## src/rtl/clk_gate_ctrl.sv

```systemverilog
// rtl/clk_gate_ctrl.sv - per-channel idle-driven clock-gate enable controller
module clk_gate_ctrl #(
    parameter int NCH         = 4,
    parameter int CNT_W       = 8,
    parameter int WAKE_CYCLES = 2
) (
    input  logic             clk_i,
    input  logic             rst_i,
    input  logic             scan_cg_en_i,
    input  logic [CNT_W-1:0] idle_thr_i,
    input  logic [NCH-1:0]   auto_en_i,
    input  logic [NCH-1:0]   sw_en_i,
    input  logic [NCH-1:0]   busy_i,
    input  logic [NCH-1:0]   wake_req_i,
    output logic [NCH-1:0]   cg_en_o,
    output logic [NCH-1:0]   ready_o,
    output logic [NCH-1:0]   gated_o
);

    if (WAKE_CYCLES < 1) begin : g_bad_wake
        $error("clk_gate_ctrl: WAKE_CYCLES must be at least 1");
    end
    if (WAKE_CYCLES > (2 ** CNT_W)) begin : g_bad_wake_w
        $error("clk_gate_ctrl: WAKE_CYCLES-1 must fit in CNT_W bits");
    end
    if (NCH < 1 || NCH > 32) begin : g_bad_nch
        $error("clk_gate_ctrl: NCH must be in 1..32");
    end

    typedef enum logic [1:0] {
        ST_ON   = 2'd0,
        ST_IDLE = 2'd1,
        ST_OFF  = 2'd2,
        ST_WAKE = 2'd3
    } state_t;

    localparam logic [CNT_W-1:0] WAKE_LAST = CNT_W'(WAKE_CYCLES - 1);

    logic             thr_zero;
    logic [CNT_W-1:0] thr_last;

    // thr_last is only consulted while keep is low, which implies a non-zero threshold
    assign thr_zero = (idle_thr_i == '0);
    assign thr_last = idle_thr_i - CNT_W'(1);

    for (genvar g = 0; g < NCH; g++) begin : g_ch
        state_t           state_q, state_d;
        logic [CNT_W-1:0] cnt_q, cnt_d;
        logic             keep;

        assign keep = busy_i[g] | wake_req_i[g] | sw_en_i[g] | ~auto_en_i[g] | thr_zero;

        always_comb begin
            state_d = state_q;
            cnt_d   = cnt_q;
            unique case (state_q)
                ST_ON: begin
                    if (!keep) begin
                        state_d = ST_IDLE;
                        cnt_d   = '0;
                    end
                end
                ST_IDLE: begin
                    if (keep) begin
                        state_d = ST_ON;
                        cnt_d   = '0;
                    end else if (cnt_q >= thr_last) begin
                        state_d = ST_OFF;
                    end else begin
                        cnt_d = cnt_q + CNT_W'(1);
                    end
                end
                ST_OFF: begin
                    if (keep) begin
                        state_d = ST_WAKE;
                        cnt_d   = '0;
                    end
                end
                ST_WAKE: begin
                    if (cnt_q == WAKE_LAST) begin
                        state_d = ST_ON;
                        cnt_d   = '0;
                    end else begin
                        cnt_d = cnt_q + CNT_W'(1);
                    end
                end
                default: begin
                    state_d = ST_ON;
                    cnt_d   = '0;
                end
            endcase
        end

        always_ff @(posedge clk_i) begin
            if (rst_i) begin
                state_q <= ST_ON;
                cnt_q   <= '0;
            end else begin
                state_q <= state_d;
                cnt_q   <= cnt_d;
            end
        end

        // scan override is the only combinational path to an output
        assign cg_en_o[g] = (state_q != ST_OFF) | scan_cg_en_i;
        assign ready_o[g] = (state_q == ST_ON) | (state_q == ST_IDLE);
        assign gated_o[g] = (state_q == ST_OFF);
    end

endmodule

```

## config.mk

```make
export PLATFORM = sky130hd
export DESIGN_NAME = clk_gate_ctrl
export DESIGN_NICKNAME = d
export VERILOG_FILES = /design/src/rtl/clk_gate_ctrl.sv
export SDC_FILE = /design/constraint.sdc
export NUM_CORES = 1
export LEC_CHECK = 0
export CAP_MARGIN = 30
export CORE_MARGIN = 5
export CORE_UTILIZATION = 39
export CTS_CLUSTER_SIZE = 14
export DETAILED_ROUTE_END_ITERATION = 8
export PLACE_DENSITY = 0.56
export SETUP_SLACK_MARGIN = 0.02
export SYNTH_ARGS = -nofsm -noshare
export SYNTH_HDL_FRONTEND = slang
export SYNTH_SLANG_ARGS = --single-unit
export TNS_END_PERCENT = 50
```

## constraint.sdc

```tcl
create_clock -name clk_i -period 5.2 [get_ports clk_i]
set_input_delay 1.3 -clock clk_i [delete_from_list [all_inputs] [get_ports clk_i]]
set_output_delay 1.3 -clock clk_i [all_outputs]
set_load 0.05 [all_outputs]
```

==> summary.md <==
| Metric | Value |
|---|---|
| Antenna violations before repair | 1 |
| Sum of internal, switching and leakage power | 0.0005907 W |
| Share of synthesized flip-flops with an asynchronous set or reset | 0% |
| Maximum number of pins on one net before global-route repair | 29 |
| Area taken by flip-flops and latches | 800.8 um2 |
| Buffers inserted by post-CTS timing repair | 0 |
| Reg-to-reg setup timing slack | 2.19 ns |
| Headroom to the max-slew limit | 47.50% |
| Final-report setup violation count | 0 |
| Maximum clock frequency | 0.2098 GHz |
| Minimum clock period | ~4.8 ns |
| Area of the multi-input gates | 0.002345 mm2 |
| Areal power density over the cells | 149.2 mW/mm2 |
| Clock input transition at the sequential cells of the worst setup and hold paths | approximately 0.070 ns |
| Ant. Diodes | 0 |
| Global-route wire length before repair | 15.30 mm |
| Worst setup path startpoint | idle_thr_i[1] |
| Global-route usage over all layers | 18.02% |
| Post-Syn Instances | 435 |
| DRC | 0 |
| Hold Fails Final Rpt | 0 |
| Number of storage elements in the synthesis netlist | 40 |
| Via-to-Cell Ratio | 5.803 |
| Root cell of the clock tree | sky130_fd_sc_hd__clkbuf_8 |
| Routed WL | 9.200 mm |
| Routability congestion estimate from global placement | 0.8026 |
| Number of H-tree levels | 2 |
| Crit Path Class | in2reg |
| Mean instance size in the synthesized netlist | around 7.7 um2 |
| Clock skew | 0.002323 ns |
| Horiz. Die Dim | 102.7 um |
| Launching element type of the critical path | input port |
| Top post-synthesis cells by area | sky130_fd_sc_hd__dfxtp_1 24%, sky130_fd_sc_hd__ha_1 11%, sky130_fd_sc_hd__o21ai_0 4.5% |
| HPWL Detailed | 7.011 mm |
| Number of clock buffers inserted by TritonCTS | 5 |
| Via count of the first global-routing pass | about 3200 |
| Unrepaired setup endpoints after global routing | no |
| Count of maximum capacitance violations | 0 |
| Area added between synthesis and finish | 18.15% |
| Highest net fanout along the worst path | 4 |
| Required arrival time at the worst endpoint | 5.38 ns |
| Die area | between 0.01 and 0.015 mm2 |
| Capturing element of the worst setup path | g_ch[2].cnt_q[1]$_SDFFE_PP0P_ |
| Sequential cell area fraction in the yosys report | 23.90% |
| Pre-antenna DRT Iters | 4 |
| Share of the clock period used by the worst path | approximately nine tenths |
| Final hold slack | ~0.53 ns |
| Library cell with the largest summed area after synthesis | sky130_fd_sc_hd__dfxtp_1 |
| Worst Tran Pin Value | between 0.7 and 0.8 ns |
| Number of enable flip-flop cells after synthesis | 0 |
| Count of buffers inserted at the top-level ports | 38 |
| Placeable Area | 0.008299 mm2 |
| I/O pin count | 39 |
| Status | finished clean |
| DRT antenna net count | 0 |
| Filler cells | 841 |
| Critical path capture point type | register |
| Destination of the worst register-to-register timing path | g_ch[2].cnt_q[1]$_SDFFE_PP0P_ |
| Synth unique cells | 70 |
| Cell depth of the worst flop-to-flop path | 10 |
| Clock tree from TritonCTS | built |
| Number of pins with negative max-slew slack in the final report | 0 |
| Reg-to-reg startpoint | g_ch[2].cnt_q[0]$_SDFFE_PP0P_ |
| Hold Crit Class | reg2reg |
| Final nets | 533 |
| Area share of the largest cell type after synthesis | 23.90% |
| Total negative slack | 0 ns |
| Congestion Overflow GR | 0 |
| Vert. Die Dim | 102.7 um |
| Clock Sink Count | 40 |
| Post-CTS resize count | 0 |
| Via total after detailed routing | 3360 |
| Clk Latency, worst-skew pair | 0.29 ns |
| Finished layout cell area | ~0.0040 mm2 |
| Top FF cell, synth | sky130_fd_sc_hd__dfxtp_1 |
| Number of nets produced by synthesis | 492 |
| Worst supply voltage drop on vdd | 0.07597 mV |
| Syn. warnings | 0 |
| Layout cells sized above 1 | between 8 and 9% |
| Row Count | 33 |
| Critical path data arrival time | roughly 5.0 ns |
| Initial detailed-routing violation count | 78 |
| Number of buffers inserted for hold repair after clock tree synthesis | 0 |
| Max clock buf depth | 2 |
| Post-DP Area | 0.003890 mm2 |
| Post-Synthesis Cell Area | 0.003351 mm2 |
| Commonest non-fill, non-tap cell in the layout | sky130_fd_sc_hd__dfxtp_1 |
| Initial core utilization | 40.37% |
| Commonest cells after routing, fill and taps aside | 40 x sky130_fd_sc_hd__dfxtp_1, 38 x sky130_fd_sc_hd__inv_1, 38 x sky130_fd_sc_hd__clkdlybuf4s50_1 |
| Leakage component of the power | about 1.4 nW |
| Detailed-route wire length per cell | 15.89 um |
layer usage:
metal,wire length [um],vias up,track usage [%],part of all wire [%]
li1,-,1719,-,-
met1,4603,1571,25.30,50
met2,4098,59,28.80,45
met3,392,9,3.045,4.3
met4,98,2,4.339,1.1
met5,7,-,0,0.076
area by class of cell:
class / instances / area share (%)
multi-input cells: 341 / 59.23
flip-flops and latches: 40 / 20.23
repair buffers: 50 / 11.88
inverters: 38 / 3.603
well taps: 105 / 3.319
clock buffers: 5 / 1.738
power by group:
group	switching [W]	leakage, nW	internal [W]
sequential	0.00000184	0.322	0.000307
clock	0.000105	0.0359	0.0000867
combinational	0.0000471	1.04	0.0000432
total	0.000154	1.40	0.000437
synth_stat cells, types with 5 or more instances:
| cell | instances |
|---|---|
| sky130_fd_sc_hd__nor2_1 | 29 |
| sky130_fd_sc_hd__ha_1 | 30 |
| sky130_fd_sc_hd__nor2b_1 | 5 |
| sky130_fd_sc_hd__xnor2_1 | 5 |
| sky130_fd_sc_hd__dfxtp_1 | 40 |
| sky130_fd_sc_hd__clkbuf_1 | 13 |
| sky130_fd_sc_hd__a31oi_1 | 8 |
| sky130_fd_sc_hd__o21ai_0 | 30 |
| sky130_fd_sc_hd__nand2b_1 | 9 |
| sky130_fd_sc_hd__o2111ai_1 | 6 |
| sky130_fd_sc_hd__a21oi_1 | 19 |
| sky130_fd_sc_hd__o221ai_1 | 6 |
| sky130_fd_sc_hd__nor3_1 | 20 |
| sky130_fd_sc_hd__inv_1 | 38 |
| sky130_fd_sc_hd__nand2_1 | 30 |
| sky130_fd_sc_hd__nand3_1 | 28 |
| sky130_fd_sc_hd__o211ai_1 | 6 |
| sky130_fd_sc_hd__and3_1 | 5 |
| sky130_fd_sc_hd__or3_1 | 11 |
| sky130_fd_sc_hd__nand4_1 | 7 |
| sky130_fd_sc_hd__o32ai_1 | 7 |
how the worst min path moves through the flow:
stage | startpoint | endpoint | depth (start not counted)
after CTS | register | register | 1
after floorplan | g_ch[2].cnt_q[0]$_SDFFE_PP0P_ | g_ch[2].cnt_q[0]$_SDFFE_PP0P_ | 2
after detailed placement | register | register | 1
after global placement | register | register | 1
final | register | register | 1
after global routing | g_ch[2].cnt_q[0]$_SDFFE_PP0P_ | g_ch[2].cnt_q[0]$_SDFFE_PP0P_ | 2
per-stage QoR:
stage	worst slack, ns	util [%]	instances
2_1_floorplan	0.5556	-	435
3_3_place_gp	0.2153	46.87	574
3_5_place_dp	0.1354	46.87	574
4_1_cts	0.4239	47.70	579
5_1_grt	0.2282	47.70	579
6_report	0.4343	47.70	579
flip-flops by register name, indices dropped and copies added (netlist names), named ones only:
name / flops
g_ch.cnt_q: 32
g_ch.state_q: 4
worst max-delay path, stage by stage:
cell,delay (ns)
sky130_fd_sc_hd__clkdlybuf4s50_1,0.42
sky130_fd_sc_hd__inv_1,0.09
sky130_fd_sc_hd__ha_1,0.20
sky130_fd_sc_hd__inv_1,0.09
sky130_fd_sc_hd__or3_2,0.42
sky130_fd_sc_hd__xor2_1,0.21
sky130_fd_sc_hd__ha_1,0.28
sky130_fd_sc_hd__a21oi_1,0.13
sky130_fd_sc_hd__o21ai_0,0.11
sky130_fd_sc_hd__maj3_2,0.34
sky130_fd_sc_hd__maj3_2,0.31
sky130_fd_sc_hd__maj3_2,0.36
sky130_fd_sc_hd__a311oi_4,0.36
sky130_fd_sc_hd__mux2_4,0.33
cell families after synthesis:
logic type / after synthesis / share of synthesized area, %
AOI/OAI and AO/OA: 126 / 27.00
buffers and inverters: 54 / 6.124
muxes: 3 / 1.045
and+or+nand+nor: 171 / 27.18
DFF: 40 / 23.90
adders and majority gates: 34 / 12.51
xor gates and xnor gates: 7 / 2.240
Power figures use the tool's default switching activity.
